==> src/rtl/stats_arb_pkg.sv <==
// Shared types and constants for the stats read-port arbiter.
// FSM state encoding, requester count and stats address alignment.
package stats_arb_pkg;

    typedef enum logic [1:0] {
        IDLE  = 2'd0,
        ISSUE = 2'd1,
        WAIT  = 2'd2,
        RESP  = 2'd3
    } state_t;

    localparam int NREQ             = 2;
    localparam int STATS_ALIGN_BITS = 3;

endpackage

==> src/rtl/rr_arb2.sv <==
// Two-input picker with last-grant register.
// Round-robin by default; STATS_RD_ARB_FIXED_PRIO_EN selects strict priority to requester 0.
module rr_arb2
    import stats_arb_pkg::*;
(
    input  logic            clk,
    input  logic            rst,
    input  logic [NREQ-1:0] req,
    input  logic            take,
    output logic [NREQ-1:0] gnt,
    output logic            gnt_idx
);

    logic last_gnt;

    // Reset to 1 so requester 0 wins the first tie.
    always_ff @(posedge clk or posedge rst) begin
        if (rst)
            last_gnt <= 1'b1;
        else if (take)
            last_gnt <= gnt_idx;
    end

    always_comb begin
        gnt_idx = 1'b0;
`ifdef STATS_RD_ARB_FIXED_PRIO_EN
        gnt_idx = req[1] && !req[0];
`else
        if (req == 2'b11)
            gnt_idx = !last_gnt;
        else
            gnt_idx = req[1];
`endif
        gnt = '0;
        if (req != '0)
            gnt = gnt_idx ? 2'b10 : 2'b01;
    end

endmodule

==> src/rtl/stats_rd_arb.sv <==
// Arbitrates the 64-bit stats read port between host register reads and the stats pusher.
// Build option: STATS_RD_ARB_FIXED_PRIO_EN (strict priority instead of round-robin).
module stats_rd_arb
    import stats_arb_pkg::*;
#(
    parameter int ADDR_BITS = 16,
    parameter int RD_LAT    = 1
) (
    input  logic                 pcie_clk,
    input  logic                 rst,
    input  logic [NREQ-1:0]      req_valid,
    input  logic [ADDR_BITS-1:0] req_addr0,
    input  logic [ADDR_BITS-1:0] req_addr1,
    output logic [NREQ-1:0]      req_ready,
    output logic [NREQ-1:0]      resp_valid,
    input  logic [NREQ-1:0]      resp_ready,
    output logic [63:0]          resp_data,
    output logic                 rd_mem_valid,
    output logic                 rd_en_lo,
    output logic                 rd_en_hi,
    output logic [ADDR_BITS-1:0] rd_addr_lo,
    output logic [ADDR_BITS-1:0] rd_addr_hi,
    input  logic [31:0]          rd_data_lo,
    input  logic [31:0]          rd_data_hi,
    output logic [31:0]          gnt_cnt0,
    output logic [31:0]          gnt_cnt1
);

    localparam logic [ADDR_BITS-1:0] ALIGN_MASK = ADDR_BITS'((1 << STATS_ALIGN_BITS) - 1);

    state_t               state, state_nxt;
    logic [NREQ-1:0]      gnt;
    logic                 gnt_idx;
    logic                 accept;
    logic                 owner;
    logic [2:0]           wait_cnt;
    logic                 wait_done;
    logic [ADDR_BITS-1:0] sel_addr;
    logic [ADDR_BITS-1:0] addr_q;

    function automatic logic [31:0] sat_inc(input logic [31:0] v);
        return (v == 32'hFFFF_FFFF) ? v : v + 32'd1;
    endfunction

    rr_arb2 u_arb (
        .clk     (pcie_clk),
        .rst     (rst),
        .req     (req_valid),
        .take    (accept),
        .gnt     (gnt),
        .gnt_idx (gnt_idx)
    );

    assign accept     = (state == IDLE) && !rst && (req_valid != '0);
    assign req_ready  = accept ? gnt : '0;
    assign sel_addr   = gnt_idx ? req_addr1 : req_addr0;
    // Count 0 is the cycle right after ISSUE, so matching RD_LAT gives the 2+RD_LAT response latency.
    assign wait_done  = (state == WAIT) && (wait_cnt == 3'(RD_LAT));
    assign rd_addr_lo = addr_q;
    assign rd_addr_hi = addr_q;

    always_ff @(posedge pcie_clk or posedge rst) begin
        if (rst)
            state <= IDLE;
        else
            state <= state_nxt;
    end

    always_comb begin
        state_nxt    = state;
        rd_mem_valid = 1'b0;
        rd_en_lo     = 1'b0;
        rd_en_hi     = 1'b0;
        resp_valid   = '0;
        case (state)
            IDLE:  if (accept) state_nxt = ISSUE;
            ISSUE: begin
                rd_mem_valid = 1'b1;
                rd_en_lo     = 1'b1;
                rd_en_hi     = 1'b1;
                state_nxt    = WAIT;
            end
            WAIT:  if (wait_done) state_nxt = RESP;
            RESP: begin
                resp_valid[owner] = 1'b1;
                if (resp_ready[owner])
                    state_nxt = IDLE;
            end
            default: state_nxt = IDLE;
        endcase
    end

    always_ff @(posedge pcie_clk or posedge rst) begin
        if (rst) begin
            addr_q    <= '0;
            owner     <= 1'b0;
            wait_cnt  <= '0;
            resp_data <= '0;
            gnt_cnt0  <= '0;
            gnt_cnt1  <= '0;
        end else begin
            if (accept) begin
                addr_q <= sel_addr & ~ALIGN_MASK;
                owner  <= gnt_idx;
                if (gnt_idx)
                    gnt_cnt1 <= sat_inc(gnt_cnt1);
                else
                    gnt_cnt0 <= sat_inc(gnt_cnt0);
            end
            if (state == ISSUE)
                wait_cnt <= '0;
            else if (state == WAIT)
                wait_cnt <= wait_cnt + 3'd1;
            if (wait_done)
                resp_data <= {rd_data_hi, rd_data_lo};
        end
    end

endmodule

==> config.mk <==
export PLATFORM = sky130hd
export DESIGN_NAME = stats_rd_arb
export DESIGN_NICKNAME = d
export VERILOG_FILES = /design/src/rtl/stats_arb_pkg.sv /design/src/rtl/rr_arb2.sv /design/src/rtl/stats_rd_arb.sv
export SDC_FILE = /design/constraint.sdc
export NUM_CORES = 1
export LEC_CHECK = 0
export CORE_MARGIN = 2
export CORE_UTILIZATION = 45
export CTS_BUF_LIST = sky130_fd_sc_hd__clkbuf_8
export DETAILED_ROUTE_END_ITERATION = 12
export GPL_TIMING_DRIVEN = 1
export PLACE_DENSITY = 0.83
export SETUP_SLACK_MARGIN = 0.4
export SLEW_MARGIN = 0
export SYNTH_ARGS = -nofsm -noshare
export SYNTH_HDL_FRONTEND = slang
export SYNTH_SLANG_ARGS = --single-unit
==> constraint.sdc <==
create_clock -name pcie_clk -period 5.9 [get_ports pcie_clk]
set_input_delay 0.885 -clock pcie_clk [delete_from_list [all_inputs] [get_ports pcie_clk]]
set_output_delay 0.885 -clock pcie_clk [all_outputs]
set_load 0.02 [all_outputs]
# Word level (Yosys, flattened, before mapping)
# Index checks and enable logic that the tools add are counted.
# word_totals
output_inout_bits	167
inputBits	102
word_cells	55
regBits	148
# classes
reduce_logical	12
eq_ne	10
n_addsub	3
n_bitwise	3
n_lt_le_gt_ge	2
mux	17
# ops
op	n
$add 32x1->32 const B	2
$eq 32x32->1 const B	2
$mux 16	1
$mux 2	7
$reduce_and 3->1	3
$pmux 2 s4	1
$eq 2x2->1 const B	3
$mux 3	2
$ne 2x2->1 const B	3
$mux 1	5
$logic_and 1x1->1	4
$reduce_bool 2->1	2
$add 3x1->3 const B	1
$eq 3x1->1 const B	1
$not 1->1	3
$eq 2x1->1 const B	1
$logic_not 1->1	2
$logic_not 2->1	1
$lt 1x2->1 const B	1
$demux 1 s1	1
$ge 1x1->1 const B	1

# Longest topological paths before layout
# Gate-level depths: netlist (run 1).
# logic_depth
word_depth	5
ltp_mapped	8
ltp_nobuf	8

# Cells and area by module
# A second synthesis (run 1) with hierarchy kept.
# hier_totals
cells_unflattened	536
hier_area_um2	6590.1
# by_module_without_submodules
mod	cells_per_inst	area_per_inst_um2	seq_area_each_um2	instances
stats_rd_arb	529	6515.0	3678.5	1
rr_arb2	7	75.1	26.3	1

# Least setup slack after synthesis (run 1)
# Ideal clock, no wire load.
# synth_timing
path_type	input to output
from	in rst
to	out req_ready[1]
path_buffers	1
path_slack_ps	3263
stages	4
arrival_time_ps	1752
t_required_ps	5015
cell_sequence	and3b_1 nand2_1 inv_1 clkbuf_1
# synth_between
elab_chain_len	4
# synth_lines
element	line_no	text
start, declared	stats_rd_arb.sv:10	input logic rst,
$logic_not 1->1 (no source line)	n/a	
$logic_and 1x1->1 (2 in a row)	stats_rd_arb.sv:54	assign accept = (state == IDLE) && !rst && (req_valid != '0);
$mux 2	stats_rd_arb.sv:55	assign req_ready = accept ? gnt : '0;
end, declared	stats_rd_arb.sv:14	output logic [NREQ-1:0] req_ready,
# Every way passes these cells.

# Worst setup path in the final report (run 1)
# Same ends and word-level chain as after synthesis.

==> results of run 1 <==
## worst register-to-register path, delay by kind of cell, from the launching register on
family,cells,cell delay (ns)
flops,1,0.40
buf+inv,1,0.10
fa+ha+maj,1,0.25
simple gates,4,1.50
xor+xnor,1,0.17
## per-stage QoR
| step | instance area [sq um] | util, % | std cells | hold slack (ns) | power, W |
|---|---|---|---|---|---|
| floorplan | 6550 | - | 529 | 0.444 | 0.00254 |
| global placement | 9180 | 63.9 | 940 | 0.467 | 0.00334 |
| detailed placement | 9180 | 63.9 | 940 | 0.467 | 0.00342 |
| CTS | 9660 | 67.3 | 971 | 0.479 | 0.00436 |
| global route | 9660 | 67.3 | 971 | 0.495 | 0.00452 |
| finish | 9660 | 67.3 | 971 | 0.480 | 0.00431 |
## cell usage after synthesis (2+ instances only)
| library cell | n | area [sq um] |
|---|---|---|
| buf_2 | 2 | 10.0 |
| nor2_1 | 9 | 33.8 |
| nor4_1 | 7 | 43.8 |
| and2_1 | 4 | 25.0 |
| clkbuf_1 | 10 | 37.5 |
| xor2_1 | 15 | 131 |
| dfrtp_1 | 147 | 3680 |
| nor3b_1 | 2 | 15.0 |
| inv_1 | 24 | 90.1 |
| buf_4 | 21 | 158 |
| nand3_1 | 20 | 100 |
| nor2b_1 | 3 | 18.8 |
| nor3_1 | 4 | 20.0 |
| nand4_1 | 37 | 231 |
| o22ai_1 | 2 | 12.5 |
| a21oi_1 | 7 | 35.0 |
| nand2_1 | 28 | 105 |
| and3_1 | 15 | 93.8 |
| nand2b_1 | 2 | 12.5 |
| a222oi_1 | 13 | 130 |
| and4_1 | 10 | 87.6 |
| xnor2_1 | 43 | 377 |
| nor4_2 | 2 | 25.0 |
| mux2_2 | 67 | 754 |
| ha_1 | 8 | 100 |
| mux2i_1 | 3 | 30.0 |
| a211oi_1 | 2 | 15.0 |
## cells by family (layout without fill, tap and decap cells)
logic type / after synthesis / after routing / synth area share [%]
simple gates: 150 / 150 / 13.5
flops: 148 / 148 / 56.8
mux: 70 / 70 / 12.0
xor+xnor: 58 / 58 / 7.78
buf+inv: 58 / 316 / 4.58
compound gates: 31 / 31 / 3.80
fa+ha+maj: 8 / 8 / 1.53
other cells: 1 / 6 / 0.0575
## metal layers
metal	vias up	GRT usage, %	routed length, um
li1	2366	-	-
met1	2536	27.1	7010
met2	185	37.1	8480
met3	22	7.35	1200
met4	0	7.47	268
met5	-	0	0
## layout by cell type, fill, tap and decap left out, types with 13 or more instances in the layout
master	instances
clkdlybuf4s50_1	256
mux2_2	67
a222oi_1	13
and3_1	15
nand3_1	19
clkbuf_8	23
xnor2_1	43
xor2_1	15
nand2_1	28
nand4_1	37
inv_1	24
dfrtp_1	147
## layout make-up
type | instances | area, sq um
Fill cell | 1047 | 4710
Sequential cell | 148 | 3700
Timing Repair Buffer | 261 | 2600
Multi-Input combinational cell | 323 | 2550
Clock buffer | 23 | 317
Tap cell | 184 | 230
Clock inverter | 8 | 170
Inverter | 24 | 95.1
## worst min-delay path by stage
stage,startpoint,to,slack (ns),cells after the start
finish,u_arb.last_gnt,u_arb.last_gnt,0.48,2
global placement,u_arb.last_gnt,u_arb.last_gnt,0.47,2
global route,u_arb.last_gnt,u_arb.last_gnt,0.50,2
CTS,u_arb.last_gnt,u_arb.last_gnt,0.48,2
floorplan,u_arb.last_gnt,u_arb.last_gnt,0.44,2
detailed placement,u_arb.last_gnt,u_arb.last_gnt,0.47,2
## state kept, by name, summed over array words and instances, names as in the netlist
| signal | count |
|---|---|
| u_arb.last_gnt | 1 |
| state | 2 |
| gnt_cnt0 | 32 |
| resp_data | 64 |
| wait_cnt | 3 |
| gnt_cnt1 | 32 |
| owner | 1 |
| rd_addr_hi | 13 |
## power breakdown
group / internal (W) / switching, W
Combinational: 0.000961 / 0.000870
Sequential: 0.00134 / 0.000215
Clock: 0.000569 / 0.000358
==> metrics.txt, run 1 <==
CP Capture Type output port; first-pass GRT wire length between 20000 and 30000 um; via/cell ratio around 5.3; final hold viol count 0; sequential share of the synthesized area 56.8%; Initial Utilization between 40% and 50%; largest net degree at the start of global routing 110; Max Cap Viol 0; WP depth 5; I/O Pins 269; Final Slew Violations 0; post-synthesis instance total around 520; clock slew at the register clock pins of the worst setup and hold paths around 0.070 ns; Routability Congestion 0.822; internal reg-to-reg setup slack approximately 3.4 ns; post-synthesis async set-or-reset flop share between 90% and 100%; clk sinks 148; Die Span X roughly 120 um; Critical Path Max Stage Delay between 0.7 and 0.8 ns; per-cell routed wire length 17.5 um; flops & latches, synth about 150; Yosys cell types between 40 and 50; Static Leak roughly 4.1 nW; Final min period 4.01 ns; Cell Area, Synth 6530 sq um; setup TNS 0 ns; ratio of cells with drive above 1 in the final layout between 10 and 15%; Max Root-Sink Buffers 2; GRT Util Overall around 22%; antenna viol nets, final 0; fin nets just under 900; P per Cell Area 446 nW/um^2; Slowest-stage cell, CP clkdlybuf4s50_1; Synth Area per Inst approximately 12 sq um; CTS Buf Count 17; Synth Warn # 0; Die Y-Extent 124 um; Area Growth Syn to Fin 48.1%; Skew-Pair Late Insertion Delay 0.43 ns; crit-path max FO 15; Initial DRC Count ~300; Worst Skew about 0.015 ns; grt total ovfl 0; Startpoint Class input port; reg2reg start state[0]; Initial DRT Pass Iterations 5; n_diodes 0; final setup fails 0; RSZ-0062 raised after global routing false; CORE AREA 14400 sq um; reg-to-reg endpoint gnt_cnt1[28]; run status finished, final reports clean; Worst Path Buf+Inv 3; Main synth FF type dfrtp_1; cts repair resizes 0; Routed Wire Length between 15000 and 20000 um; DP HPWL between 10000 and 15000 um; reg2reg path depth 7; Req. time, crit path ~5.0 ns; critical path's top delay family buffers and inverters; setup ws final 1.89 ns; Worst Setup EP req_ready[1]; Place WS ~1.9 ns; CP cell instances clkdlybuf4s50_1, and3b_1, nand2_1, inv_1, clkdlybuf4s50_1; post-CTS setup buffer count 0; Critical Path AT between 3 and 4 ns; CP startpoint rst; VDD IR max 0.000277 V; CTS tree built; fmax around 250 MHz; Port Buffer Count around 260; most used cell, CP clkdlybuf4s50_1; die area 15500 sq um; DRC violations left 0; H-tree depth 4; WS Path Type input port to output port; Final Cycle Share between 60% and 70%; # rows 44; root buffer cell clkbuf_8; vias in the first global route 5249; Hold-fix buffers, CTS 0; initial antenna violation count 0; worst slew pin tran 1.12 ns; via count 5109; Post-synth EDFFs 0; relative slew slack 24.3%; Min-Delay Path Class flop to flop
Note: power is estimated with default switching activity, not from simulation.
==> inputs of run 2 (changes only) <==
==> constraint.sdc (replaced) <==
create_clock -name pcie_clk -period 3.8 [get_ports pcie_clk]
set_input_delay 0.57 -clock pcie_clk [delete_from_list [all_inputs] [get_ports pcie_clk]]
set_output_delay 0.57 -clock pcie_clk [all_outputs]
set_load 0.02 [all_outputs]
==> metrics.txt, run 2 (synthesis results as in run 1) <==
initial antenna violation count 0 (unchanged); Critical Path AT 2.47 ns (-0.66 ns); most used cell, CP inv_1; H-tree depth 4 (unchanged); filler instances 1044 (-0.29%); GRT Util Overall 23.2% (+0.96 points); CORE AREA 14400 sq um (unchanged); Routability Congestion 0.857 (+4.2%); Reg with most FFs resp_data; P per Cell Area 682 nW/um^2 (+53%); WS Path Type flop to output port; final setup fails 0 (unchanged); die area 15500 sq um (unchanged); Skew-Pair Late Insertion Delay 0.45 ns (+0.02 ns); Static Leak 4.14 nW (-0.16%); DRC violations left 0 (unchanged); Port Buffer Count 256 (unchanged); Max Cap Viol 0 (unchanged); Final Instance Area 9640 sq um (-0.26%); clk sinks 148 (unchanged); top flop regs resp_data (64), gnt_cnt0 (32), gnt_cnt1 (32); Die Span X 124 um (unchanged); RSZ-0062 raised after global routing false; Area after DPL 9210 sq um (+0.37%); Worst Skew 0.00834 ns (-0.00646 ns); # rows 44 (unchanged); VDD IR max 0.000474 V (+71%); cts repair resizes 0 (unchanged); DP HPWL 12700 um (+0.27%); clock slew at the register clock pins of the worst setup and hold paths 0.07 ns (about the same); Hold-fix buffers, CTS 0 (unchanged); Initial DRC Count 435 (+45%); vias in the first global route 5558 (+5.9%); ratio of cells with drive above 1 in the final layout 14.6% (+0.33 points); final hold viol count 0 (unchanged); n_diodes 0 (unchanged); CP cell instances inv_1, ha_1, nor2b_1, nand3_1, inv_1, clkdlybuf4s50_1; largest net degree at the start of global routing 149 (+35%); Final Slew Violations 0 (unchanged); relative slew slack 31.0% (+6.7 points); Final Cycle Share 80.0%; Req. time, crit path 3.23 ns (-1.79 ns); worst slew pin tran 1.03 ns (-0.0909 ns); Initial Utilization 45.4% (unchanged); Critical Path Max Stage Delay 0.66 ns (-0.07 ns); I/O Pins 269 (unchanged); Area Growth Syn to Fin 47.7%; CP Capture Type output port; Routed Wire Length 17300 um (+1.8%); first-pass GRT wire length 28900 um (+4.7%); Initial DRT Pass Iterations 5 (unchanged); post-CTS setup buffer count 0 (unchanged); Max Root-Sink Buffers 2 (unchanged); antenna viol nets, final 0 (unchanged); crit-path max FO 5 (-10); root buffer cell clkbuf_8; Pwr Total 0.00658 W (+53%); fmax between 300 and 400 MHz; most frequent cells in the layout clkdlybuf4s50_1 (256), dfrtp_1 (147), mux2_2 (67), xnor2_1 (43), nand4_1 (37); Min-Delay Path Class flop to flop; most common cell after layout, fill and taps aside clkdlybuf4s50_1; CTS tree built; flip-flop and latch area 3700 sq um (unchanged); grt total ovfl 0 (unchanged); run status finished, final reports clean; Die Y-Extent 124 um (unchanged); Final min period 3.04 ns; setup TNS 0 ns (unchanged); max FFs per register 64 (unchanged); via/cell ratio 5.40 (+2.6%); Multi-input gate area 2550 sq um (unchanged); Slowest-stage cell, CP clkdlybuf4s50_1; Startpoint Class flop; CTS Buf Count 17 (unchanged); via count 5256 (+2.9%); per-cell routed wire length 17.7 um (+1.5%); fin nets 888 (+0.34%)
## run 2: cell types whose count changed in the layout (fill, tap and decap cells not counted)
cell / before / now
buf_12: 0 / 1
buf_4: 5 / 7
bufinv_16: 5 / 3
clkbuf_8: 23 / 22
clkinv_2: 0 / 3
clkinv_4: 1 / 0
clkinvlp_4: 1 / 2
## run 2: critical path: cells and delay by family, from the launching register on
family        cells  cell delay (ns)
buf+inv           3             0.93
simple gates      2             0.40
flops             1             0.40
fa+ha+maj         1             0.28
## run 2: final timing paths
kind | from | slack, ns | endpoint | depth (start not counted)
setup / recovery | state[0] | 0.76 | req_ready[0] | 6
hold / removal | u_arb.last_gnt | 0.47 | u_arb.last_gnt | 2
max in group asynchronous | rst | 2.45 | rd_addr_hi[12] | 3
hold reg to reg | u_arb.last_gnt | 0.47 | u_arb.last_gnt | 2
setup reg to reg | state[0] | 1.25 | resp_data[59] | 5
min in group asynchronous | rst | 0.77 | gnt_cnt0[0] | 3
## run 2: final cells by class
cell class	count	area share, %
Clock inverter	9	1.30
Timing Repair Buffer	264	27.3
Inverter	24	0.974
Sequential cell	148	38.4
Clock buffer	22	3.14
Tap cell	184	2.39
Multi-Input combinational cell	323	26.4
## run 2: report_power, final
group / internal [W] / total [W] / switching [W]
clock: 0.000730 / 0.00130 / 0.000572
sequential: 0.00208 / 0.00242 / 0.000348
combinational: 0.00150 / 0.00285 / 0.00135
## run 2: metrics by stage
step	utilization (%)	worst slack [ns]	hold slack, ns	std cells
2_1_floorplan	-	1.37	0.444	529
6_report	67.1	0.762	0.473	974
3_5_place_dp	64.1	0.933	0.462	943
4_1_cts	67.1	0.732	0.474	974
5_1_grt	67.1	0.492	0.505	974
3_3_place_gp	64.1	0.937	0.460	943
## run 2: metal layers
metal  vias up  GRT usage [%]  share of wire, %
li1       2366              -                 -
met1      2593           28.4                39
met2       257           38.4                50
met3        40           7.43               7.5
met4         0           8.53               3.0
met5         -              0                 0
==> inputs of run 3 (changes only) <==
--- a/config.mk
+++ b/config.mk
@@ -6,11 +6,11 @@
 export NUM_CORES = 1
 export LEC_CHECK = 0
 export CORE_MARGIN = 2
-export CORE_UTILIZATION = 45
+export CORE_UTILIZATION = 40
 export CTS_BUF_LIST = sky130_fd_sc_hd__clkbuf_8
 export DETAILED_ROUTE_END_ITERATION = 12
 export GPL_TIMING_DRIVEN = 1
-export PLACE_DENSITY = 0.83
+export PLACE_DENSITY = 0.78
 export SETUP_SLACK_MARGIN = 0.4
 export SLEW_MARGIN = 0
 export SYNTH_ARGS = -nofsm -noshare
==> constraint.sdc (replaced) <==
create_clock -name pcie_clk -period 2.6 [get_ports pcie_clk]
set_input_delay 0.39 -clock pcie_clk [delete_from_list [all_inputs] [get_ports pcie_clk]]
set_output_delay 0.39 -clock pcie_clk [all_outputs]
set_load 0.02 [all_outputs]
==> metrics.txt, run 3 (synthesis results as in run 1) <==
Area Growth Syn to Fin 51.2%; run status finished, final reports clean; DRC violations left 0 (unchanged); Pint 0.00628 W (+46%); Net Switching 0.00338 W (+48%); die area 17400 sq um (+12%); Area after DPL 9340 sq um (+1.4%); Final min period approximately 2.1 ns; worst slew pin tran 0.597 ns (-0.436 ns); crit-path max FO 6 (+1); Flop pwr share 36.4% (-0.4 points); final hold viol count 0 (unchanged); ratio of cells with drive above 1 in the final layout 18.0% (+3.4 points); Die Y-Extent 132 um (+5.9%); CTS tree built; vias in the first global route 5291 (-4.8%); clock slew at the register clock pins of the worst setup and hold paths 0.08 ns (about the same); Worst Hold End u_arb.last_gnt; Hold-fix buffers, CTS 0 (unchanged); Routability Congestion 0.807 (-5.8%); max FFs per register 64 (unchanged); grt total ovfl 0 (unchanged); sw frac 35.0% (+0.40 points); CTS Buf Count 17 (unchanged); clock share of power 19.6% (-0.2 points); WS Path Type flop to flop; first-pass GRT wire length 27900 um (-3.3%); reg2reg path depth 5 (unchanged); Min-Delay Path Class flop to flop; fmax ~470 MHz; fin nets 899 (+1.2%); cell total after placement 983 (+4.2%); Max Cap Viol 0 (unchanged); Final Slew Violations 0 (unchanged); Initial Utilization 40.9% (-4.5 points); H-tree depth 4 (unchanged); Reg with most FFs resp_data; via/cell ratio 5.15 (-4.6%); VDD IR max 0.000610 V (+29%); utilization after layout 61.9% (-5.2 points); Max Root-Sink Buffers 2 (unchanged); clk sinks 148 (unchanged); relative slew slack 59.9% (+29 points); Routed Wire Length 17700 um (+2.5%); # rows 46 (+4.5%); Startpoint Class flop; reg2reg start gnt_cnt1[17]; internal reg-to-reg setup slack 0.48 ns (-0.77 ns); Req. time, crit path 2.93 ns (-0.30 ns); per-cell routed wire length 17.4 um (-1.9%); Port Buffer Count 256 (unchanged); Worst Skew 0.0123 ns (+0.00391 ns); Final Instance Area 9870 sq um (+2.4%); GRT Util Overall 20.2% (-2.9 points); largest net degree at the start of global routing 81 (-46%); via count 5240 (-0.30%); setup TNS 0 ns (unchanged); P per Cell Area 978 nW/um^2 (+43%); Static Leak 4.25 nW (+2.8%); Pwr Total 0.00965 W (+47%); reg-to-reg endpoint gnt_cnt1[9]; worst hold stages 2 (unchanged); Final Cycle Share between 80% and 90%; most frequent cells in the layout clkdlybuf4s50_1 (249), dfrtp_1 (146), mux2_2 (67), xnor2_1 (43), nand4_1 (37); CP Capture Type flop; I/O Pins 269 (unchanged); Die Span X 132 um (+5.9%); antenna viol nets, final 0 (unchanged); Initial DRT Pass Iterations 7 (+2); initial antenna violation count 0 (unchanged); final setup fails 0 (unchanged); RSZ-0062 raised after global routing true; Initial DRC Count 376 (-14%); DP HPWL 13000 um (+2.9%); combinational share of power 44.1% (+0.7 points); worst hold start u_arb.last_gnt; n_diodes 0 (unchanged); Critical Path AT 2.44 ns (-0.03 ns); root buffer cell clkbuf_8; most common cell after layout, fill and taps aside clkdlybuf4s50_1; Skew-Pair Late Insertion Delay 0.44 ns (about the same); final std cells w/o fill 1018 (+4.5%); CORE AREA 15900 sq um (+11%); top flop regs resp_data (64), gnt_cnt0 (32), gnt_cnt1 (32)
==> run 3: power by group through the flow <==
stage	clock [W]	sequential (W)	combinational, W
6_report	0.00189	0.00351	0.00425
5_1_grt	0.00207	0.00361	0.00448
4_1_cts	0.00194	0.00351	0.00426
3_5_place_dp	0	0.00355	0.00426
3_3_place_gp	0	0.00350	0.00415
2_1_floorplan	0	0.00429	0.00147
==> run 3: worst max path at each step <==
stage | startpoint | endpoint | depth (start not counted)
6_report | gnt_cnt1[17] | gnt_cnt1[9] | 5
3_5_place_dp | rst | gnt_cnt1[28] | 8
3_3_place_gp | rst | req_ready[1] | 5
2_1_floorplan | rst | gnt_cnt0[0] | 1
5_1_grt | state[0] | req_ready[0] | 6
4_1_cts | state[0] | req_ready[0] | 6
==> run 3: layer usage <==
metal	share of wire [%]	track usage, %
met3	7.0	5.92
met2	51	34.6
met5	0	0
met1	40	24.7
met4	2.0	6.70
==> run 3: timing repair <==
item	in CTS	in global routing
hold endpoints to repair	0	0
setup endpoints to repair	9	34
pin swaps	0	2
gates cloned	0	1
setup buffers	0	2
gates resized for setup	19	20
==> run 3: layout make-up <==
class	instances	area, sq um
tap	216	270
clock inverter	12	155
fill	1216	6070
inverter	24	93.8
clock buffer	20	275
sequential	148	3710
multi-input combinational	323	2640
timing repair buffer	275	2730
==> run 3: per-stage QoR <==
stage | hold WS (ns) | setup WS [ns]
finish | 0.474 | 0.485
global route | 0.506 | 0.354
CTS | 0.478 | 0.367
detailed placement | 0.467 | 0.156
global placement | 0.462 | 0.182
floorplan | 0.444 | 0.350
==> run 3: worst max-delay path, cell delays in order, from the launching register on <==
cell,delay [ns]
dfrtp_1,0.46
nand4_2,0.16
or3_1,0.48
or4b_4,0.56
and3_1,0.20
xor2_1,0.14
